## config.mk

```make
export PLATFORM = sky130hd
export DESIGN_NAME = phase_sweep_sequencer
export DESIGN_NICKNAME = d
export VERILOG_FILES = /design/src/rtl/phase_sweep_sequencer.sv
export SDC_FILE = /design/constraint.sdc
export NUM_CORES = 1
export LEC_CHECK = 0
export ABC_AREA = 1
export ABC_CLOCK_PERIOD_IN_PS = 3300
export CORE_MARGIN = 5
export CORE_UTILIZATION = 46
export DETAILED_ROUTE_END_ITERATION = 8
export PLACE_DENSITY = 0.79
export SYNTH_ARGS = -nofsm -noshare
export SYNTH_HDL_FRONTEND = slang
export SYNTH_SLANG_ARGS = --single-unit
```

## constraint.sdc

```tcl
create_clock -name clock -period 3.3 [get_ports clock]
set_clock_uncertainty 0.05 [all_clocks]
set_input_delay 0.495 -clock clock [delete_from_list [all_inputs] [get_ports clock]]
set_output_delay 0.495 -clock clock [all_outputs]
set_load 0.02 [all_outputs]
```

## src/rtl/phase_sweep_sequencer.sv

```systemverilog
// Multi-phase depth capture sequencer: fires one frame per phase, then steps the
// modulation PLL phase and lets it settle before the next frame.
module phase_sweep_sequencer #(
  parameter int STEP_PULSE_CYCLES = 3,
  parameter int TIMEOUT_CYCLES    = 65535,
  parameter int PHASE_WIDTH       = 8
) (
  input  logic                   clock,
  input  logic                   reset_n,
  input  logic                   start,
  input  logic                   abort,
  input  logic [PHASE_WIDTH-1:0] num_phases,
  input  logic [PHASE_WIDTH-1:0] steps_per_phase,
  input  logic [15:0]            settle_cycles,
  output logic                   frame_start,
  input  logic                   frame_rdy,
  input  logic                   frame_done,
  output logic                   phase_step,
  input  logic                   phase_done,
  output logic                   busy,
  output logic [PHASE_WIDTH-1:0] phase_index,
  output logic                   frame_captured,
  output logic                   sweep_done,
  output logic                   error,
  output logic [2:0]             state_dbg
);

  typedef enum logic [2:0] {
    IDLE      = 3'd0,
    WAIT_RDY  = 3'd1,
    FIRE      = 3'd2,
    WAIT_DONE = 3'd3,
    STEP      = 3'd4,
    WAIT_STEP = 3'd5,
    SETTLE    = 3'd6,
    FINISH    = 3'd7
  } state_t;

  state_t                 state, state_nxt;
  logic [PHASE_WIDTH-1:0] num_q, steps_q, step_cnt, last_index;
  logic [15:0]            settle_q, cnt;
  logic                   accept, timeout, load_step, dec_step, adv_phase, tmo_hit;

  // cnt restarts on every state entry; it times the step pulse, the settle
  // delay and the wait-state timeout.
  assign tmo_hit    = (cnt == 16'(TIMEOUT_CYCLES - 1));
  assign last_index = num_q - PHASE_WIDTH'(1);
  assign busy       = (state != IDLE);
  assign state_dbg  = state;

  always_ff @(posedge clock or negedge reset_n) begin
    if (!reset_n) state <= IDLE;
    else          state <= state_nxt;
  end

  // Handshakes: frame_start is a one-cycle request answered by frame_done (level,
  // accepted only in WAIT_DONE); phase_step is a fixed-width pulse answered by
  // phase_done, which is ignored during the first WAIT_STEP cycle while the PLL
  // is still pulling it low.
  always_comb begin
    state_nxt      = state;
    frame_start    = 1'b0;
    phase_step     = 1'b0;
    frame_captured = 1'b0;
    sweep_done     = 1'b0;
    accept         = 1'b0;
    timeout        = 1'b0;
    load_step      = 1'b0;
    dec_step       = 1'b0;
    adv_phase      = 1'b0;
    if (abort) begin
      state_nxt = IDLE;
    end else begin
      unique case (state)
        IDLE: if (start) begin
          accept    = 1'b1;
          state_nxt = WAIT_RDY;
        end
        WAIT_RDY: begin
          if (num_q == '0)    state_nxt = FINISH;
          else if (frame_rdy) state_nxt = FIRE;
          else if (tmo_hit) begin
            timeout   = 1'b1;
            state_nxt = IDLE;
          end
        end
        FIRE: begin
          frame_start = 1'b1;
          state_nxt   = WAIT_DONE;
        end
        WAIT_DONE: begin
          if (frame_done) begin
            frame_captured = 1'b1;
            if (phase_index == last_index) state_nxt = FINISH;
            else if (steps_q == '0)        state_nxt = SETTLE;
            else begin
              load_step = 1'b1;
              state_nxt = STEP;
            end
          end else if (tmo_hit) begin
            timeout   = 1'b1;
            state_nxt = IDLE;
          end
        end
        STEP: begin
          phase_step = 1'b1;
          if (cnt == 16'(STEP_PULSE_CYCLES - 1)) state_nxt = WAIT_STEP;
        end
        WAIT_STEP: begin
          if (cnt != 16'd0 && phase_done) begin
            dec_step  = 1'b1;
            state_nxt = (step_cnt == PHASE_WIDTH'(1)) ? SETTLE : STEP;
          end else if (tmo_hit) begin
            timeout   = 1'b1;
            state_nxt = IDLE;
          end
        end
        SETTLE: if (settle_q == 16'd0 || cnt == settle_q - 16'd1) begin
          adv_phase = 1'b1;
          state_nxt = WAIT_RDY;
        end
        FINISH: begin
          sweep_done = 1'b1;
          state_nxt  = IDLE;
        end
        default: state_nxt = IDLE;
      endcase
    end
  end

  always_ff @(posedge clock or negedge reset_n) begin
    if (!reset_n) begin
      cnt         <= '0;
      num_q       <= '0;
      steps_q     <= '0;
      settle_q    <= '0;
      step_cnt    <= '0;
      phase_index <= '0;
      error       <= 1'b0;
    end else begin
      if (state_nxt != state || state_nxt == IDLE) cnt <= '0;
      else                                         cnt <= cnt + 16'd1;
      if (accept) begin
        num_q       <= num_phases;
        steps_q     <= steps_per_phase;
        settle_q    <= settle_cycles;
        phase_index <= '0;
        error       <= 1'b0;
      end
      if (timeout) error <= 1'b1;
      if (load_step)     step_cnt <= steps_q;
      else if (dec_step) step_cnt <= step_cnt - PHASE_WIDTH'(1);
      if (adv_phase) phase_index <= phase_index + PHASE_WIDTH'(1);
    end
  end

endmodule

```

**Word level (Yosys, flattened, before mapping)**

Cells that the tools add are included.

- Register bits: 68
- Output and inout port bits: 17
- Logic and storage cells: 89

- $add $sub $neg: 5
- Equality and inequality tests: 13
- Mux-type cells: 50
- Reductions and logical operators: 13

Operators with widths:

| cell | number |
|---|---|
| 8-bit 2-to-1 mux | 4 |
| 1-bit 2-to-1 mux | 31 |
| 3-bit 2-to-1 mux | 9 |
| 3-bit case mux with 8 select lines | 1 |
| 16-bit by 1-bit adder with 16-bit output (second input constant) | 1 |
| 16-bit == test | 1 |
| 16-bit == test (second input constant) | 1 |
| 16-bit by 2-bit == test with 1-bit output (second input constant) | 1 |
| 16-bit logical NOT | 1 |
| 8-bit logical NOT | 2 |
| 16-bit 2-to-1 mux | 1 |
| 16-bit nonzero test | 1 |
| 16-bit by 1-bit subtractor with 16-bit output (second input constant) | 1 |
| 8-bit by 1-bit subtractor with 8-bit output (second input constant) | 2 |
| 3-bit == test (second input constant) | 4 |
| 8-bit by 1-bit adder with 8-bit output (second input constant) | 1 |
| 8-bit by 1-bit == test with 1-bit output (second input constant) | 1 |
| 8-bit == test | 1 |
| 3-bit by 2-bit == test with 1-bit output (second input constant) | 2 |
| 3-bit logical NOT | 2 |
| 2-bit 2-to-1 mux | 3 |
| 2-bit nonzero test | 3 |
| 3-bit by 1-bit == test with 1-bit output (second input constant) | 1 |
| 3-bit != test | 1 |
| other kinds (4) | 5 |

**Longest topological paths before layout**

Gate-level depths: netlist of the first run.

- Depth after elaboration: 9
- Mapped depth: 22
- Depth with buffers taken out: 21

**Least setup slack after synthesis of the first run**

OpenSTA, ideal clock, no wires.

- Path kind: register -> register
- Start: register settle_q[0]
- End: register cnt[13]
- Data arrival time: 2.179 ns
- Data required time: 3.127 ns
- Slack: 0.948 ns
- Cell stages (with the launch flop): 21
- Buffers on the path: 1
- Clock period less this slack: 2.352 ns
- Path through: dfrtp_1 -> inv_1 -> ha_1 -> nand2_4 -> nor2_4 -> nand2_1 -> nand2_1 -> nand2_1 -> nor2_1 -> nand3_1 -> nor2_1 -> nor2_1 -> nand2_1 -> nand2_1 -> nand2_1 -> nand3_1 -> nand2_1 -> nand2_1 -> nand2_2 -> buf_6 -> nor2_2

- Longest elaborated chain between the ends: 9
- Elaborated cells on any way between the ends: 11

RTL lines:

| what | line | source |
|---|---|---|
| start, declared | 41 | `logic [15:0] settle_q, cnt;` |
| start signal, assigned | 146 | `settle_q <= settle_cycles;` |
| 16-bit by 1-bit subtractor with 16-bit output | 118 | `SETTLE: if (settle_q == 16'd0 \|\| cnt == settle_q - 16'd1) begin` |
| 16-bit == test | 118 |  |
| 1-bit logical OR (*) | 118 |  |
| 3-bit 2-to-1 mux (*) | 118 |  |
| 3-bit case mux with 8 select lines (*) | 74 | `unique case (state)` |
| 3-bit 2-to-1 mux (*) | 71 | `if (abort) begin` |
| 3-bit != test / 3-bit logical NOT (equally long branches) | 141 | `if (state_nxt != state \|\| state_nxt == IDLE) cnt <= '0;` |
| 1-bit logical OR (*) | 141 |  |
| 16-bit 2-to-1 mux (*) | 141 |  |
| end signal, assigned | 142 | `else cnt <= cnt + 16'd1;` |
| end, declared | 41 |  |

Every way passes the cells marked *; elsewhere a longest branch is shown, timed or not.
A chain may end at the register's enable or synchronous reset.

**Final worst setup path of the first run**

- Start: register settle_q[0]
- End: register cnt[2]

The elaborated chain is that of the path after synthesis.

==> flow_summary.json, run 1 <==
{
  "yosysWarnings": 0,
  "post_synth_inst_count": 619,
  "yosysTopAreaCellShare": 0.380,
  "postSynthRegisterBits": 68,
  "count_of_unique_library_cells_instantiated_by_yosys": 40,
  "post-cts-setup-buffers": 0,
  "post_route_cells_drive_above_1_share": 0.0878,
  "drt-initial-drc-count": 173,
  "synth_area_leader_cell": "dfrtp_1",
  "period_needed_ns": 2.84,
  "floorplan.die.width_um": 109,
  "final-max-slew-violation-count": 0,
  "cts_inserted_buffers": 9,
  "wire_length_of_the_first_global_routing_pass_um": 18700,
  "cp_data_required_time_ns": 3.51,
  "worstSetupEndpointType": "flip-flop",
  "global_route.overflow_total": 0,
  "max_cap_violations": 0,
  "synth_area_um2": 4480,
  "root_buf_cell": "clkbuf_8",
  "fin_setup_tns_ns": 0,
  "syn_nets": 667,
  "detail-route-antenna-nets": 0,
  "grtUsageTotal": 0.196,
  "initial_utilization": 0.465,
  "place_congestion": 1.02,
  "die_height_um": 109,
  "cts.clk_slew.worst_paths_ns": 0.08,
  "power.density_nw_per_um2": 457,
  "finalSetupViolations": 0,
  "netlist_top_cells_area": "dfrtp_1 (38%), nand2_1 (11%), nor2_1 (7.9%), inv_1 (7.3%), xor2_1 (6.4%)",
  "cp_slowest_cell": "dfrtp_1",
  "path_cells": "inv_1 -> ha_1 -> nand2_4 -> nor2_4 -> nand2_1 -> nand2_1 -> nand2_1 -> nand2_1 -> nor2_1 -> nand3_1 -> nor2_1 -> nor2_1 -> nand2_1 -> nand2_1 -> nand2_1 -> nand2_1 -> nand2_1 -> nor2_2 -> nand2_2 -> nor2_1",
  "final_cell_area_um2": 5390,
  "clock_latency_ns": 0.34,
  "crit_family": "simple AND/OR/NAND/NOR gates",
  "detail_route.wirelength_um": 10900,
  "outcome": "finished, final reports clean",
  "met1_usage": 0.250,
  "total_leakage_power_nw": 2.47,
  "finalPower_mw": 2.46,
  "finalHoldViolations": 0,
  "synth_most_common_cell": "nand2_1",
  "number_of_rows_in_the_core_area": 36,
  "number_of_port_buffers": 55,
  "slew_headroom": 0.599,
  "fmax_mhz": 352,
  "synth_async_sr_flop_share": 1.00,
  "hpwlAfterDp_um": 8540,
  "tightest_hold_margin_ns": 0.0540,
  "floorplan.io_pins": 56,
  "antenna_found_initial": 0,
  "cp_max_fo": 16,
  "use_met2": 0.345,
  "placed_area_um2": 5170,
  "synth_seq_area_share": 0.380,
  "timing.critical_path.slowest_cell_delay_ns": 0.40,
  "clock_tree_from_tritoncts": "done",
  "cts.sinks": 68,
  "maximum_number_of_pins_on_one_net_before_global_route_repair": 42,
  "start_kind": "flip-flop",
  "diodes": 0,
  "timing_worst_slew_pin_value_ns": 0.596,
  "min-delay-path-class": "in2async",
  "critPathMostFrequentCell": "nand2_1",
  "timing.critical_path.arrival_ns": 3.05,
  "nets": 726,
  "synth_area_per_inst_um2": 7.24,
  "cts_buffer_depth": 2,
  "met3_usage": 0.0296,
  "fin_crit_share": 0.860,
  "route.detailed.wl_per_inst_um": 13.4,
  "first_global_vias": 4185,
  "number_of_flops_mapped_to_enable_cells_by_yosys": 0,
  "cts_max_level": 3,
  "remaining_drc_errors": 0,
  "postSynth.topFlopCell": "dfrtp_1",
  "cts_hold_buf": 0,
  "floorplan.die_area_um2": 11800,
  "via_count": 4120,
  "core_region_area_um2": 9640,
  "grt_setup_unrepaired": "false",
  "irDropWorstVdd_v": 0.000270,
  "post_synth_most_frequent_cells": "nand2_1 (132), nor2_1 (94), inv_1 (87)",
  "detail_route.first_pass.iterations": 4,
  "worstSetupPathType": "reg2reg",
  "cts_repair_resize_count": 0,
  "via_per_inst": 5.05,
  "global_route.peak_usage_layer": "met2",
  "number_of_buffers_and_inverters_on_the_critical_path": 1,
  "area_delta_synth_final_pct": 20.2
}
==> power breakdown <==
group	leakage (nW)	internal (mW)	switching, mW
registers	0.831	0.953	0.116
logic	1.53	0.259	0.363
clock network	0.111	0.428	0.342
total	2.47	1.64	0.820
==> cell type report <==
| type | instances | area (µm²) |
|---|---|---|
| fillers | 936 | 4250 |
| multi-input cells | 452 | 2400 |
| flip-flops and latches | 68 | 1700 |
| repair buffers | 59 | 576 |
| inverters | 88 | 330 |
| well taps | 133 | 166 |
| clock buffers | 10 | 128 |
| clock inverters | 6 | 87.6 |
==> sequential cells by signal, summed over array words and instances (netlist names) <==
register / flops
cnt: 16
steps_q: 8
num_q: 8
phase_index: 8
step_cnt: 8
state_dbg: 3
error: 1
settle_q: 16
==> worst register-to-register path, delay by kind of cell (launching register included) <==
family,cells,cell delay (ns)
and+or+nand+nor,18,1.84
DFF,1,0.40
adders and majority gates,1,0.29
buffers and inverters,1,0.16
==> stage by stage <==
| stage | setup WS [ns] | cells | util |
|---|---|---|---|
| after global routing | 0.109 | 816 | 0.559 |
| after global placement | 0.520 | 800 | 0.537 |
| after CTS | 0.462 | 816 | 0.559 |
| final | 0.463 | 816 | 0.559 |
| after detailed placement | 0.478 | 800 | 0.537 |
| after floorplan | 0.948 | 619 | - |
==> worst paths after layout <==
| check | to | cells after the start | startpoint | slack (ns) |
|---|---|---|---|---|
| worst max-delay path | cnt[2] | 20 | settle_q[0] | 0.46 |
| worst min-delay path | settle_q[12] | 1 | reset_n | 0.05 |
| min in group clock | cnt[0] | 1 | cnt[0] | 0.46 |
| worst max register to register | cnt[2] | 20 | settle_q[0] | 0.46 |
| max in group asynchronous | cnt[1] | 2 | reset_n | 2.33 |
| worst min register to register | cnt[0] | 1 | cnt[0] | 0.46 |
==> per-layer routing <==
layer,routed length (µm),up-vias
li1,-,2081
met1,4770,1924
met2,5460,96
met3,478,19
met4,196,0
met5,0,-
==> placed cells by master, fill, tap and decap left out, types with 2 or more instances in the layout <==
cell and instances:
a21oi_1 27, buf_4 4, bufinv_16 2, clkbuf_8 9
clkdlybuf4s50_1 54, clkinv_2 2, dfrtp_1 68, ha_1 9
inv_1 87, mux2_2 13, nand2_1 132, nand2_2 4
nand3_1 44, nand3b_1 3, nand4_1 12, nor2_1 94
nor2_2 13, nor2_4 3, nor3_1 12, nor4_1 3
o211ai_1 3, o21ai_0 20, o21ai_1 5, o221ai_1 2
or2_2 3, xnor2_1 5, xor2_1 33
==> logic make-up after synthesis <==
kind of cell,synth area share
AND/OR/NAND/NOR,0.324
buffers and inverters,0.0854
flip-flops,0.380
AO/OA/AOI/OAI,0.0787
XOR/XNOR,0.0742
multiplexers,0.0327
adder cells (fa/ha/maj),0.0251
Note: power is estimated with default switching activity, not from simulation.
==> inputs of run 2 (changes only) <==
CAP_MARGIN = 20   (was unset)
==> results of run 2 <==
Final layout, timing and power as in run 1 (identical DEF).
